--- src/rtl/fir_control.sv ---
// Sequencer for an external FIR datapath: validates the tap count, streams coefficients, then
// streams samples while buffering results in a 2-deep FIFO so none is lost under backpressure.
module fir_control #(
  parameter int unsigned MAX_TAPS = 16,
  localparam int unsigned TW = $clog2(MAX_TAPS)
) (
  input  logic               clk,
  input  logic               rst,
  // configuration
  input  logic               cfg_start,
  input  logic [TW-1:0]      cfg_tap_count,
  input  logic               cfg_stop,
  // coefficient stream
  input  logic               s_coeff_valid,
  input  logic signed [31:0] s_coeff_data,
  output logic               s_coeff_ready,
  // sample stream
  input  logic               s_in_valid,
  input  logic signed [31:0] s_in_data,
  output logic               s_in_ready,
  // result stream
  output logic               m_out_valid,
  output logic signed [31:0] m_out_data,
  input  logic               m_out_ready,
  // datapath drive
  output logic               dp_rstn,
  output logic [TW-1:0]      dp_tap_count,
  output logic               dp_input_data_valid,
  output logic [31:0]        dp_input_data,
  output logic               dp_coeff_data_valid,
  output logic [31:0]        dp_coeff_data,
  output logic               dp_compute,
  // datapath return
  input  logic signed [31:0] dp_output_data,
  input  logic               dp_output_data_valid,
  // status
  output logic               busy,
  output logic               cfg_err,
  output logic [1:0]         state
);

  typedef enum logic [1:0] {
    StIdle  = 2'd0,
    StLoad  = 2'd1,
    StRun   = 2'd2,
    StDrain = 2'd3
  } state_e;

  state_e             state_q, state_d;
  logic [TW-1:0]      tap_q;
  logic [TW-1:0]      coef_cnt_q;
  logic               pulse_q;
  logic               cfg_err_q;
  logic               in_flight_q;
  logic signed [31:0] fifo_q [2];
  logic               wr_ptr_q, rd_ptr_q;
  logic [1:0]         cnt_q;

  logic tap_legal, start_ok, coeff_hs, in_hs, push, pop;

  assign tap_legal = (cfg_tap_count >= TW'(2)) && (cfg_tap_count <= TW'(MAX_TAPS - 1));
  assign start_ok  = (state_q == StIdle) && cfg_start && tap_legal;

  // Ready/valid outputs are gated by rst so they read 0 throughout reset, not just after it.
  assign s_coeff_ready = !rst && (state_q == StLoad) && !pulse_q;
  assign s_in_ready    = !rst && (state_q == StRun) &&
                         (({1'b0, cnt_q} + {2'b00, in_flight_q}) < 3'd2);
  assign coeff_hs      = s_coeff_valid && s_coeff_ready;
  assign in_hs         = s_in_valid && s_in_ready;
  assign m_out_valid   = !rst && (cnt_q != 2'd0);
  assign m_out_data    = fifo_q[rd_ptr_q];
  assign pop           = m_out_valid && m_out_ready;
  assign push          = !rst && dp_output_data_valid && ((cnt_q != 2'd2) || pop);

  assign dp_rstn             = !(rst || pulse_q);
  assign dp_tap_count        = tap_q;
  assign dp_coeff_data_valid = coeff_hs;
  assign dp_coeff_data       = s_coeff_data;
  assign dp_input_data_valid = in_hs;
  assign dp_input_data       = s_in_data;
  assign dp_compute          = !rst && (state_q == StRun);

  assign busy    = (state_q != StIdle);
  assign cfg_err = cfg_err_q;
  assign state   = state_q;

  always_comb begin
    state_d = state_q;
    case (state_q)
      StIdle:  if (start_ok) state_d = StLoad;
      StLoad:  if (coeff_hs && (coef_cnt_q == tap_q - TW'(1))) state_d = StRun;
      StRun:   if (cfg_stop) state_d = StDrain;
      StDrain: if (!in_flight_q && (cnt_q == 2'd0)) state_d = StIdle;
      default: state_d = StIdle;
    endcase
  end

  always_ff @(posedge clk) begin
    if (rst) begin
      state_q     <= StIdle;
      tap_q       <= '0;
      coef_cnt_q  <= '0;
      pulse_q     <= 1'b0;
      cfg_err_q   <= 1'b0;
      in_flight_q <= 1'b0;
      fifo_q[0]   <= '0;
      fifo_q[1]   <= '0;
      wr_ptr_q    <= 1'b0;
      rd_ptr_q    <= 1'b0;
      cnt_q       <= 2'd0;
    end else begin
      state_q     <= state_d;
      pulse_q     <= start_ok;
      in_flight_q <= in_hs;

      if (start_ok) begin
        tap_q     <= cfg_tap_count;
        cfg_err_q <= 1'b0;
      end else if ((state_q == StIdle) && cfg_start) begin
        cfg_err_q <= 1'b1;
      end

      if (state_q != StLoad) begin
        coef_cnt_q <= '0;
      end else if (coeff_hs) begin
        coef_cnt_q <= coef_cnt_q + TW'(1);
      end

      if (push) begin
        fifo_q[wr_ptr_q] <= dp_output_data;
        wr_ptr_q         <= ~wr_ptr_q;
      end
      if (pop) begin
        rd_ptr_q <= ~rd_ptr_q;
      end
      case ({push, pop})
        2'b10:   cnt_q <= cnt_q + 2'd1;
        2'b01:   cnt_q <= cnt_q - 2'd1;
        default: cnt_q <= cnt_q;
      endcase
    end
  end

endmodule

--- config.mk ---
export PLATFORM = sky130hd
export DESIGN_NAME = fir_control
export DESIGN_NICKNAME = d
export VERILOG_FILES = /design/src/rtl/fir_control.sv
export SDC_FILE = /design/constraint.sdc
export NUM_CORES = 1
export LEC_CHECK = 0
export CORE_ASPECT_RATIO = 0.6
export CORE_UTILIZATION = 29
export DETAILED_ROUTE_END_ITERATION = 10
export SLEW_MARGIN = 5
export SYNTH_ARGS = -nofsm -noshare
export SYNTH_HDL_FRONTEND = slang
export SYNTH_SLANG_ARGS = --single-unit
--- constraint.sdc ---
create_clock -name clk -period 3.38 [get_ports clk]
set_input_delay 0.507 -clock clk [delete_from_list [all_inputs] [get_ports clk]]
set_output_delay 0.507 -clock clk [all_outputs]
set_load 0.02 [all_outputs]
---- Word level (Yosys, flattened, before mapping) ----
Memories as Yosys holds them, arrays and structs flattened. A register that Yosys moved wholly into a read port is not among the register bits.
Index checks and enable logic that the tools add are counted.
operators by class
  bitwise logic cells ..................... 2
  multiply operators ...................... 0
  div/mod/pow operators ................... 0
  reductions and logical operators ........ 30
  mux-type cells .......................... 16
  shifts and indexed selects .............. 0
  magnitude comparators ................... 3
  equal/unequal tests ..................... 12
  $add $sub $neg .......................... 5
operators by type and width
  cell                                                                           count
  32-bit two-way mux                                                             1
  32-bit OR reduction                                                            1
  1-bit logical AND                                                              15
  1-bit two-way mux                                                              9
  2-bit two-way mux                                                              4
  2-bit inequality test (second input constant)                                  4
  2-bit case mux with 4 select lines                                             1
  2-bit == test (second input constant)                                          3
  2-bit nonzero test                                                             3
  4-bit by 1-bit adder with 4-bit output (second input constant)                 1
  2-bit by 1-bit == test with 1-bit output (second input constant)               2
  4-bit == test                                                                  1
  4-bit by 2-bit >= comparator with 1-bit output (second input constant)         1
  4-bit <= comparator (second input constant)                                    1
  1-bit zero test                                                                4
  2-bit zero test                                                                2
  2-bit by 1-bit inequality test with 1-bit output (second input constant)       2
  2-bit case mux with 2 select lines                                             1
  4-bit AND reduction                                                            1
  2-bit OR reduction                                                             2
  4-bit by 1-bit subtractor with 4-bit output (second input constant)            1
  2-bit by 1-bit adder with 3-bit output                                         1
  3-bit by 2-bit less-than comparator with 1-bit output (second input constant)  1
  2-bit by 1-bit adder with 2-bit output (second input constant)                 1
  3 further kinds                                                                5
storage, ports and cells
  memory bits (read-only) ................. 0
  memory bits (writable) .................. 64
  memories kept ........................... 1
  bits in latches ......................... 0
  input bits .............................. 108
  output and inout bits ................... 111
  register bits after elaboration ......... 17
  logic and storage cells ................. 78
memory list
  memory  words  width  read ports  clocked after Yosys merged registers in  wr ports  RTL line  RTL
  fifo_q  2      32     1           1                                        2         55        logic signed [31:0] fifo_q [2];

---- Longest topological paths before layout ----
Gate-level depths: netlist (run 1).
  word-level depth ........................ 10
  depth in mapped cells ................... 8
  mapped depth without buffers ............ 7

---- Worst setup path after synthesis (run 1) ----
Ideal clock, no wire load.
  path type ............................... register to output
  start point ............................. reg state_q[0] (netlist: state[0])
  end point ............................... out dp_input_data_valid
  arrival time ............................ 2287 ps
  required time ........................... 2873 ps
  path buffers ............................ 0
  path slack .............................. 586 ps
  stages on the path, launching flop included .. 6
  path through ............................ dfxtp_1 > inv_1 > ha_1 > inv_1 > a2111oi_0 > and2_1
between the ends
  word-level cells in the longest chain between the ends .. 4
ends and longest elaborated chain
  item                             RTL line  RTL
  start: declaration               49        state_e state_q, state_d;
  start signal: assignment         100       state_q <= StIdle;
  start signal: assignment         112       state_q <= state_d;
  2-bit == test                    66        assign s_in_ready = !rst && (state_q == StRun) &&
  1-bit logical AND (2 in series)  66
  net s_in_ready                   20        output logic s_in_ready,
  1-bit logical AND                69        assign in_hs = s_in_valid && s_in_ready;
  end: declaration                 28        output logic dp_input_data_valid,
The timed path passes the listed nets, and every way through them passes these cells.

---- Worst setup path after layout (run 1) ----
  start point ............................. reg state_q[0] (netlist: state[0])
  end point ............................... out dp_input_data_valid
between the ends
  word-level cells in the longest chain between the ends .. 4
ends and longest elaborated chain
  item                             RTL line
  2-bit == test                    66
  1-bit logical AND (2 in series)  66
  1-bit logical AND                69
No other way between the ends.

==> out/qor.yml, run 1 <==
status:
  status: "finished clean"
logic_synthesis:
  synth_area_um2: 4177
  synth_top_flop_cell: "edfxtp_1"
  synth.ff_latch_count: 82
  ys_top_cells_by_area: "edfxtp_1, buf_4, and2_1"
  yosys_warnings: 0
  synth_top_area_cell: "edfxtp_1"
  synth.most_common_cell: "and2_1"
  syn_inst: 352
  synthXorXnorAreaFrac: 0.02516
  synth-simple-area-share: 0.1498
  synthDistinctLibCells: 33
  synth_async_sr_flop_share: 0
  syn_area_per_cell_um2: 11.87
  yosys.area.top_type_share: 0.4602
  synth_top_family_by_area: "simple AND/OR/NAND/NOR gates"
  synth_compound_gate_area_share: 0.02636
  syn_nets: 467
  synthTopCellsByCount: "and2_1, buf_4, edfxtp_1"
  synthAdderAreaFrac: 0.02097
  synth-edff-count: 64
  yosysSeqAreaShare: 0.5464
  synthMuxAreaShare: 0.09347
cts:
  clk_pin_slew_worst_paths_ns: 0.06
  holdBufCountCts: 0
  cts_tree: "built"
  numCtsBuffers: 9
  cts_sinks: 82
  cts_setup_buffers: 0
  clk_latency_ns: 0.33
  clockBufferDepth: 2
  h-tree-depth: 3
  cts.repair.resized: 0
  cts-root-buf: "clkbuf_16"
drt:
  drt-initial-drc-count: 90
  final_antenna_net_count: 0
  first_pass_iters: 4
  route.vias.total: 2493
  viasPerCell: 4.306
  avgRoutedWirePerCell_um: 14.68
  routed_wl_um: 8501
  post-route-drc-count: 0
power_and_ir_drop:
  power.density_nw_per_um2: 554.7
  ir_drop_mv: 0.2125
  p_leak_uw: 0.001930
critical_path:
  required_ns: 2.87
  critical_path.startpoint_type: "register"
  endpoint: "dp_input_data_valid"
  reg2regPathDepth: 7
  r2r_end: "state[0]"
  endpoint_kind: "primary output"
  worstPathArrival_ns: 2.46
  worstReg2RegStart: "state[1]"
  r2r_slack_ns: 1.32
  path_max_fanout: 5
  crit_type: "reg2out"
  critPathLaunch: "state[0]"
placement:
  port_buffers: 90
  pre_cts_ws_ns: 0.4587
  dp_hpwl_um: 5653
  gp_congestion: 0.7313
sta:
  worst_slew_pin_slew_ns: 0.7166
  report.final.setup_viol: 0
  fin_crit_ns: 2.964
  hold_violations: 0
  drv_slew: 0
  finalCritPeriodShare: 0.8770
  fin_skew_ns: 0.01120
  layout_setup_ws_ns: 0.4159
  rsz0062_at_grt: "false"
  slew_headroom: 0.5099
  finalSetupTns_ns: 0
  max_clock_freq_ghz: 0.3374
layout:
  fillerInstances: 1350
  diodes: 0
  synthToLayoutAreaGrowth_pct: 24.00
  fin_util: 0.3744
  final_nets: 497
  drive_gt1_frac: 0.1576
floorplanning:
  die_x_um: 156.9
  coreArea_um2: 13830
  ioPinCount: 219
  die_area_um2: 14900
  row_count: 33
  die_h_um: 94.96
  initial_core_util: 0.3019
global_route:
  gr-usage-all-layers: 0.1230
  antenna_found_initial: 0
  grt_pass1_wl_um: 13450
  grt_overflow: 0
  grt_pass1_vias: 2552
  grt_max_degree: 33
min_path:
  hp-class: "reg2reg"
flow_run:
  drv_cap: 0
==> power breakdown <==
group	leakage [uW]	switching, uW	internal, uW
Combinational	0.000960	327	318
Clock	0.000152	385	618
Sequential	0.000818	47.9	1180
Total	0.00193	760	2110
==> layout make-up <==
cell class              count  area [um^2]  share of cell area
well taps                 192        240.2             0.04639
clock buffers              12        257.7             0.04977
clock inverters             4        48.80            0.009423
multi-input cells         182         1329              0.2566
flip-flops and latches     82         2283              0.4409
inverters                   9        33.78            0.006523
repair buffers             98        985.9              0.1904
==> metrics by stage <==
| stage | instance area [um^2] | power, uW | hold slack, ns | cells |
|---|---|---|---|---|
| 6_report | 5179 | 2873 | 0.5045 | 579 |
| 5_1_grt | 5179 | 3020 | 0.5388 | 579 |
| 4_1_cts | 5179 | 2917 | 0.5153 | 579 |
| 3_5_place_dp | 4872 | 1897 | 0.5067 | 563 |
| 3_3_place_gp | 4872 | 1886 | 0.4950 | 563 |
| 2_1_floorplan | 4177 | 1702 | 0.4725 | 352 |
==> per-layer routing <==
metal / vias up / wire length (um) / part of all wire / global-route usage
met1: 1179 / 3921 / 0.46 / 0.1560
met3: 32 / 614 / 0.072 / 0.05140
met2: 102 / 3758 / 0.44 / 0.1833
met4: 0 / 207 / 0.024 / 0.05229
met5: - / 0 / 0 / 0
li1: 1180 / - / - / -
==> flip-flops by register name, indices dropped and copies added (netlist names), named ones only <==
signal,cells
dp_tap_count,4
in_flight_q,1
fifo_q,64
state,2
coef_cnt_q,4
wr_ptr_q,1
pulse_q,1
rd_ptr_q,1
cnt_q,2
cfg_err,1
==> cell families after synthesis <==
kind of cell | after synthesis
buf+inv | 88
flops | 82
simple gates | 111
compound gates | 17
xor+xnor | 12
fa+ha+maj | 7
mux | 35
==> layout by cell type (no fill, tap or decap), types with 2 or more instances in the layout <==
| cell type | n |
|---|---|
| a21oi_1 | 7 |
| and2_1 | 67 |
| buf_12 | 2 |
| buf_4 | 6 |
| clkbuf_1 | 2 |
| clkbuf_16 | 10 |
| clkdlybuf4s50_1 | 90 |
| clkinv_2 | 2 |
| dfxtp_1 | 17 |
| edfxtp_1 | 64 |
| ha_1 | 7 |
| inv_1 | 9 |
| mux2_2 | 32 |
| mux2i_1 | 3 |
| nand2_1 | 15 |
| nor2_1 | 17 |
| nor3_1 | 2 |
| nor3_2 | 2 |
| o21ai_0 | 2 |
| o31ai_1 | 2 |
| or2_2 | 2 |
| xnor2_1 | 5 |
| xor2_1 | 7 |
==> critical path: stages (launching register included) <==
cell and delay, ns:
dfxtp_1 0.35, inv_1 0.12, ha_1 0.18, inv_1 0.07
a2111oi_0 0.58, and2_1 0.22, clkdlybuf4s50_1 0.60
==> worst min-delay path by stage <==
stage                                from               to  slack, ns  cells past startpoint
after floorplan                  rd_ptr_q         register       0.47                      2
after global placement           rd_ptr_q         rd_ptr_q       0.49                      2
after detailed placement  dp_tap_count[3]  dp_tap_count[3]       0.51                      2
after CTS                 dp_tap_count[3]  dp_tap_count[3]       0.52                      2
after global routing      dp_tap_count[3]  dp_tap_count[3]       0.54                      2
final                     dp_tap_count[3]  dp_tap_count[3]       0.50                      2
Power figures use the tool's default switching activity.
==> run 2, diff against run 1 <==
--- a/config.mk
+++ b/config.mk
@@ -5,7 +5,7 @@
 export SDC_FILE = /design/constraint.sdc
 export NUM_CORES = 1
 export LEC_CHECK = 0
-export CORE_ASPECT_RATIO = 0.6
+export CORE_ASPECT_RATIO = 1.25
 export CORE_UTILIZATION = 29
 export DETAILED_ROUTE_END_ITERATION = 10
 export SLEW_MARGIN = 5
==> out/qor.yml, run 2 (synthesis results as in run 1) <==
layout:
  diodes: 0
  fillerInstances: 1386
  fin_util: 0.3697
  largest_reg_flops: 64
  final_cell_mix: "clkdlybuf4s50_1, and2_1, edfxtp_1, mux2_2, dfxtp_1"
  synthToLayoutAreaGrowth_pct: 23.34
  top_register: "fifo_q"
  final_common_cell: "clkdlybuf4s50_1"
  final_nets: 498
  drive_gt1_frac: 0.1598
sta:
  max_clock_freq_ghz: 0.3603
  fin_skew_ns: 0.006263
  fin_crit_ns: 2.776
  hold_violations: 0
  report.final.setup_viol: 0
  finalSetupTns_ns: 0
  drv_slew: 0
  slew_headroom: 0.6799
  finalCritPeriodShare: 0.8212
  rsz0062_at_grt: "false"
  worst_slew_pin_slew_ns: 0.4801
flow_run:
  drv_cap: 0
floorplanning:
  die_x_um: 109.3
  coreArea_um2: 13930
  die_area_um2: 14890
  ioPinCount: 219
  row_count: 48
  initial_core_util: 0.2997
  die_h_um: 136.2
critical_path:
  worstReg2RegStart: "state[1]"
  slowest_delay_ns: 0.59
  critical_path.startpoint_type: "primary input"
  path_common_cell: "clkdlybuf4s50_1"
  path_max_fanout: 4
  critPathBufInv: 3
  cp_top_family: "buffers and inverters"
  crit_slowest_cell: "clkdlybuf4s50_1"
  crit_type: "in2out"
  required_ns: 2.87
  critPathLaunch: "rst"
  endpoint_kind: "primary output"
  worstPathArrival_ns: 2.27
  crit_chain: "clkdlybuf4s50_1 -> a2111oi_0 -> buf_4 -> and2_1 -> clkdlybuf4s50_1"
global_route:
  grt_pass1_vias: 2757
  grt_overflow: 0
  antenna_found_initial: 0
  grt_max_degree: 33
  gr-usage-all-layers: 0.1304
  grt_pass1_wl_um: 14120
cts:
  holdBufCountCts: 0
  cts-root-buf: "clkbuf_16"
  clk_pin_slew_worst_paths_ns: 0.06
  clockBufferDepth: 2
  cts.repair.resized: 0
  numCtsBuffers: 9
  cts_setup_buffers: 0
  cts_tree: "built"
  cts_sinks: 82
  clk_latency_ns: 0.33
  h-tree-depth: 3
power_and_ir_drop:
  p_leak_uw: 0.001926
  ir_drop_mv: 0.2634
  power.density_nw_per_um2: 566.9
drt:
  viasPerCell: 4.547
  first_pass_iters: 4
  drt-initial-drc-count: 46
  routed_wl_um: 9448
  avgRoutedWirePerCell_um: 16.78
  post-route-drc-count: 0
  route.vias.total: 2560
  final_antenna_net_count: 0
min_path:
  hp-class: "reg2reg"
  hp-start: "dp_tap_count[3]"
status:
  status: "finished clean"
placement:
  port_buffers: 90
  gp_congestion: 0.7590
  dp_hpwl_um: 6458
==> run 2: power by group <==
part	internal [uW]	switching [uW]	leakage, uW	total, uW
sequential	1180	43.2	0.000817	1220
clock	650	393	0.000153	1040
combinational	317	340	0.000955	657
==> run 2: cell type report <==
type / instances / area [um^2] / area share
Clock buffer: 10 / 229.0 / 0.04445
Clock inverter: 6 / 90.09 / 0.01749
Timing Repair Buffer: 99 / 968.4 / 0.1880
Tap cell: 175 / 219.0 / 0.04251
Sequential cell: 82 / 2282 / 0.4430
Multi-Input combinational cell: 182 / 1329 / 0.2580
Inverter: 9 / 33.78 / 0.006558
==> run 2: worst min-delay path: cells and delay by family, from the launching register on <==
family	cells	cell delay [ns]
DFF	1	0.33
and+or+nand+nor	1	0.07
AOI/OAI and AO/OA	1	0.06
==> run 2: path summary, 6_finish.rpt <==
kind	to	slack [ns]	depth (start not counted)
worst max-delay path	dp_input_data_valid	0.60	5
worst min-delay path	dp_tap_count[3]	0.51	2
worst max register to register	state[0]	1.30	7
worst min register to register	dp_tap_count[3]	0.51	2
==> run 2: layer usage <==
metal / vias to the layer above / wire (um) / global-route usage
met2: 122 / 5044 / 0.2400
met3: 43 / 847 / 0.05465
met1: 1208 / 3216 / 0.1183
met5: - / 0 / 0
li1: 1187 / - / -
met4: 0 / 340 / 0.07185
==> run 2: metrics by stage <==
step	total power (uW)	setup WS (ns)	hold slack, ns	instances	instance area [um^2]
2_1_floorplan	1702	0.5863	0.4725	352	4177
5_1_grt	3061	0.3596	0.5367	563	5151
3_3_place_gp	1890	0.5912	0.4892	547	4832
6_report	2920	0.6044	0.5080	563	5151
3_5_place_dp	1908	0.5920	0.4911	547	4832
4_1_cts	2963	0.5938	0.5156	563	5151
==> run 3, diff against run 2 <==
==> constraint.sdc (replaced) <==
create_clock -name clk -period 2.7 [get_ports clk]
set_input_delay 0.405 -clock clk [delete_from_list [all_inputs] [get_ports clk]]
set_output_delay 0.405 -clock clk [all_outputs]
set_load 0.02 [all_outputs]
==> out/qor.yml, run 3 (synthesis results as in run 1) <==
critical_path:
  endpoint_kind: "primary output"
  required_ns: 2.30
  worstReg2RegStart: "cnt_q[0]"
  critical_path.startpoint_type: "register"
  worstPathArrival_ns: 2.11
  path_max_fanout: 5
  r2r_end: "fifo_q[0][16]"
  reg2regPathDepth: 5
  r2r_slack_ns: 0.77
  crit_type: "reg2out"
power_and_ir_drop:
  seqPwrFrac: 0.438
  p_leak_uw: 0.001923
  power_frac_comb: 0.236
  ir_drop_mv: 0.3496
  power.density_nw_per_um2: 679.9
  p_clk_frac: 0.327
  p_switching_uw: 978.8
  internal_power_uw: 2508
  netSwitchingFraction: 0.2807
drt:
  route.vias.total: 2520
  drt-initial-drc-count: 36
  avgRoutedWirePerCell_um: 15.79
  routed_wl_um: 8875
  post-route-drc-count: 0
  first_pass_iters: 4
  final_antenna_net_count: 0
  viasPerCell: 4.484
layout:
  stdcell_area_um2: 5129
  final_nets: 497
  top_register: "fifo_q"
  final_common_cell: "clkdlybuf4s50_1"
  diodes: 0
  largest_reg_flops: 64
  final_cell_mix: "clkdlybuf4s50_1, and2_1, edfxtp_1, mux2_2, dfxtp_1"
  drive_gt1_frac: 0.1602
  synthToLayoutAreaGrowth_pct: 22.80
floorplanning:
  initial_core_util: 0.2997
  coreArea_um2: 13930
  die_x_um: 109.3
  die_h_um: 136.2
  die_area_um2: 14890
  row_count: 48
  ioPinCount: 219
sta:
  hold_violations: 0
  fin_crit_ns: 2.512
  slew_headroom: 0.4613
  worst_slew_pin_slew_ns: 0.8080
  drv_slew: 0
  max_clock_freq_ghz: 0.3982
  layout_setup_ws_ns: 0.1884
  rsz0062_at_grt: "false"
  report.final.setup_viol: 0
  fin_skew_ns: 0.006557
  finalSetupTns_ns: 0
  finalCritPeriodShare: 0.9302
status:
  status: "finished clean"
cts:
  clk_latency_ns: 0.33
  h-tree-depth: 3
  clockBufferDepth: 2
  clk_pin_slew_worst_paths_ns: 0.06
  cts_sinks: 82
  cts_tree: "built"
  numCtsBuffers: 9
  cts-root-buf: "clkbuf_16"
placement:
  gp_congestion: 0.7464
  place_area_um2: 4847
  port_buffers: 90
  pre_cts_ws_ns: 0.1471
  dp_hpwl_um: 6263
min_path:
  hp-class: "reg2reg"
  min_path_cells: 2
  hp-start: "rd_ptr_q"
global_route:
  grt_max_degree: 33
  grt_overflow: 0
  antenna_found_initial: 0
  gr-usage-all-layers: 0.1217
  grt_pass1_wl_um: 13270
  grt_pass1_vias: 2662
flow_run:
  drv_cap: 0
==> run 3: through the flow <==
step	instances	hold slack, ns	power, uW	util
after detailed placement	546	0.4921	2384	0.3479
after global placement	546	0.4908	2366	0.3479
after global routing	562	0.5315	3644	0.3681
after CTS	562	0.5082	3534	0.3678
after floorplan	352	0.4725	2130	-
final	562	0.5042	3487	0.3681
==> run 3: final cells by class <==
type / count / area, um^2
Sequential cell: 82 / 2282
Inverter: 9 / 33.78
Fill cell: 1377 / 8805
Clock inverter: 6 / 48.80
Tap cell: 175 / 219.0
Clock buffer: 10 / 229.0
Multi-Input combinational cell: 182 / 1330
Timing Repair Buffer: 98 / 985.9
==> run 3: critical path, stage by stage, from the launching register on <==
cell,delay [ns]
dfxtp_1,0.34
inv_1,0.12
ha_1,0.19
inv_1,0.07
a2111oi_1,0.26
buf_4,0.18
clkdlybuf4s50_1,0.60
==> run 3: what timing repair did <==
action	CTS	global route
setup buffers	0	0
hold buffers	0	0
setup endpoints to repair	0	1
resized for setup	0	2
==> run 3: worst max-delay path by stage <==
stage / slack (ns) / cells after the start / startpoint / end
after CTS: 0.01 / 7 / state[0] / dp_input_data_valid
after detailed placement: 0.15 / 5 / rst / dp_input_data_valid
after floorplan: 0.008 / 5 / state[0] / dp_input_data_valid
after global placement: 0.14 / 5 / rst / dp_input_data_valid
final: 0.19 / 6 / state[0] / s_in_ready
after global routing: 0.06 / 6 / state[0] / s_in_ready
==> run 3: per-layer routing <==
| layer | global-route usage | part of all wire | vias up |
|---|---|---|---|
| li1 | - | - | 1184 |
| met1 | 0.1101 | 0.33 | 1159 |
| met2 | 0.2201 | 0.52 | 127 |
| met3 | 0.05034 | 0.11 | 50 |
| met4 | 0.07704 | 0.043 | 0 |
| met5 | 0 | 0 | - |
==> run 3: power groups by stage <==
stage          sequential, uW  clock [uW]  combinational [uW]
5_1_grt                  1540        1210                 890
2_1_floorplan            1570           0                 559
3_3_place_gp             1550           0                 815
6_report                 1530        1140                 821
3_5_place_dp             1560           0                 829
4_1_cts                  1530        1170                 837
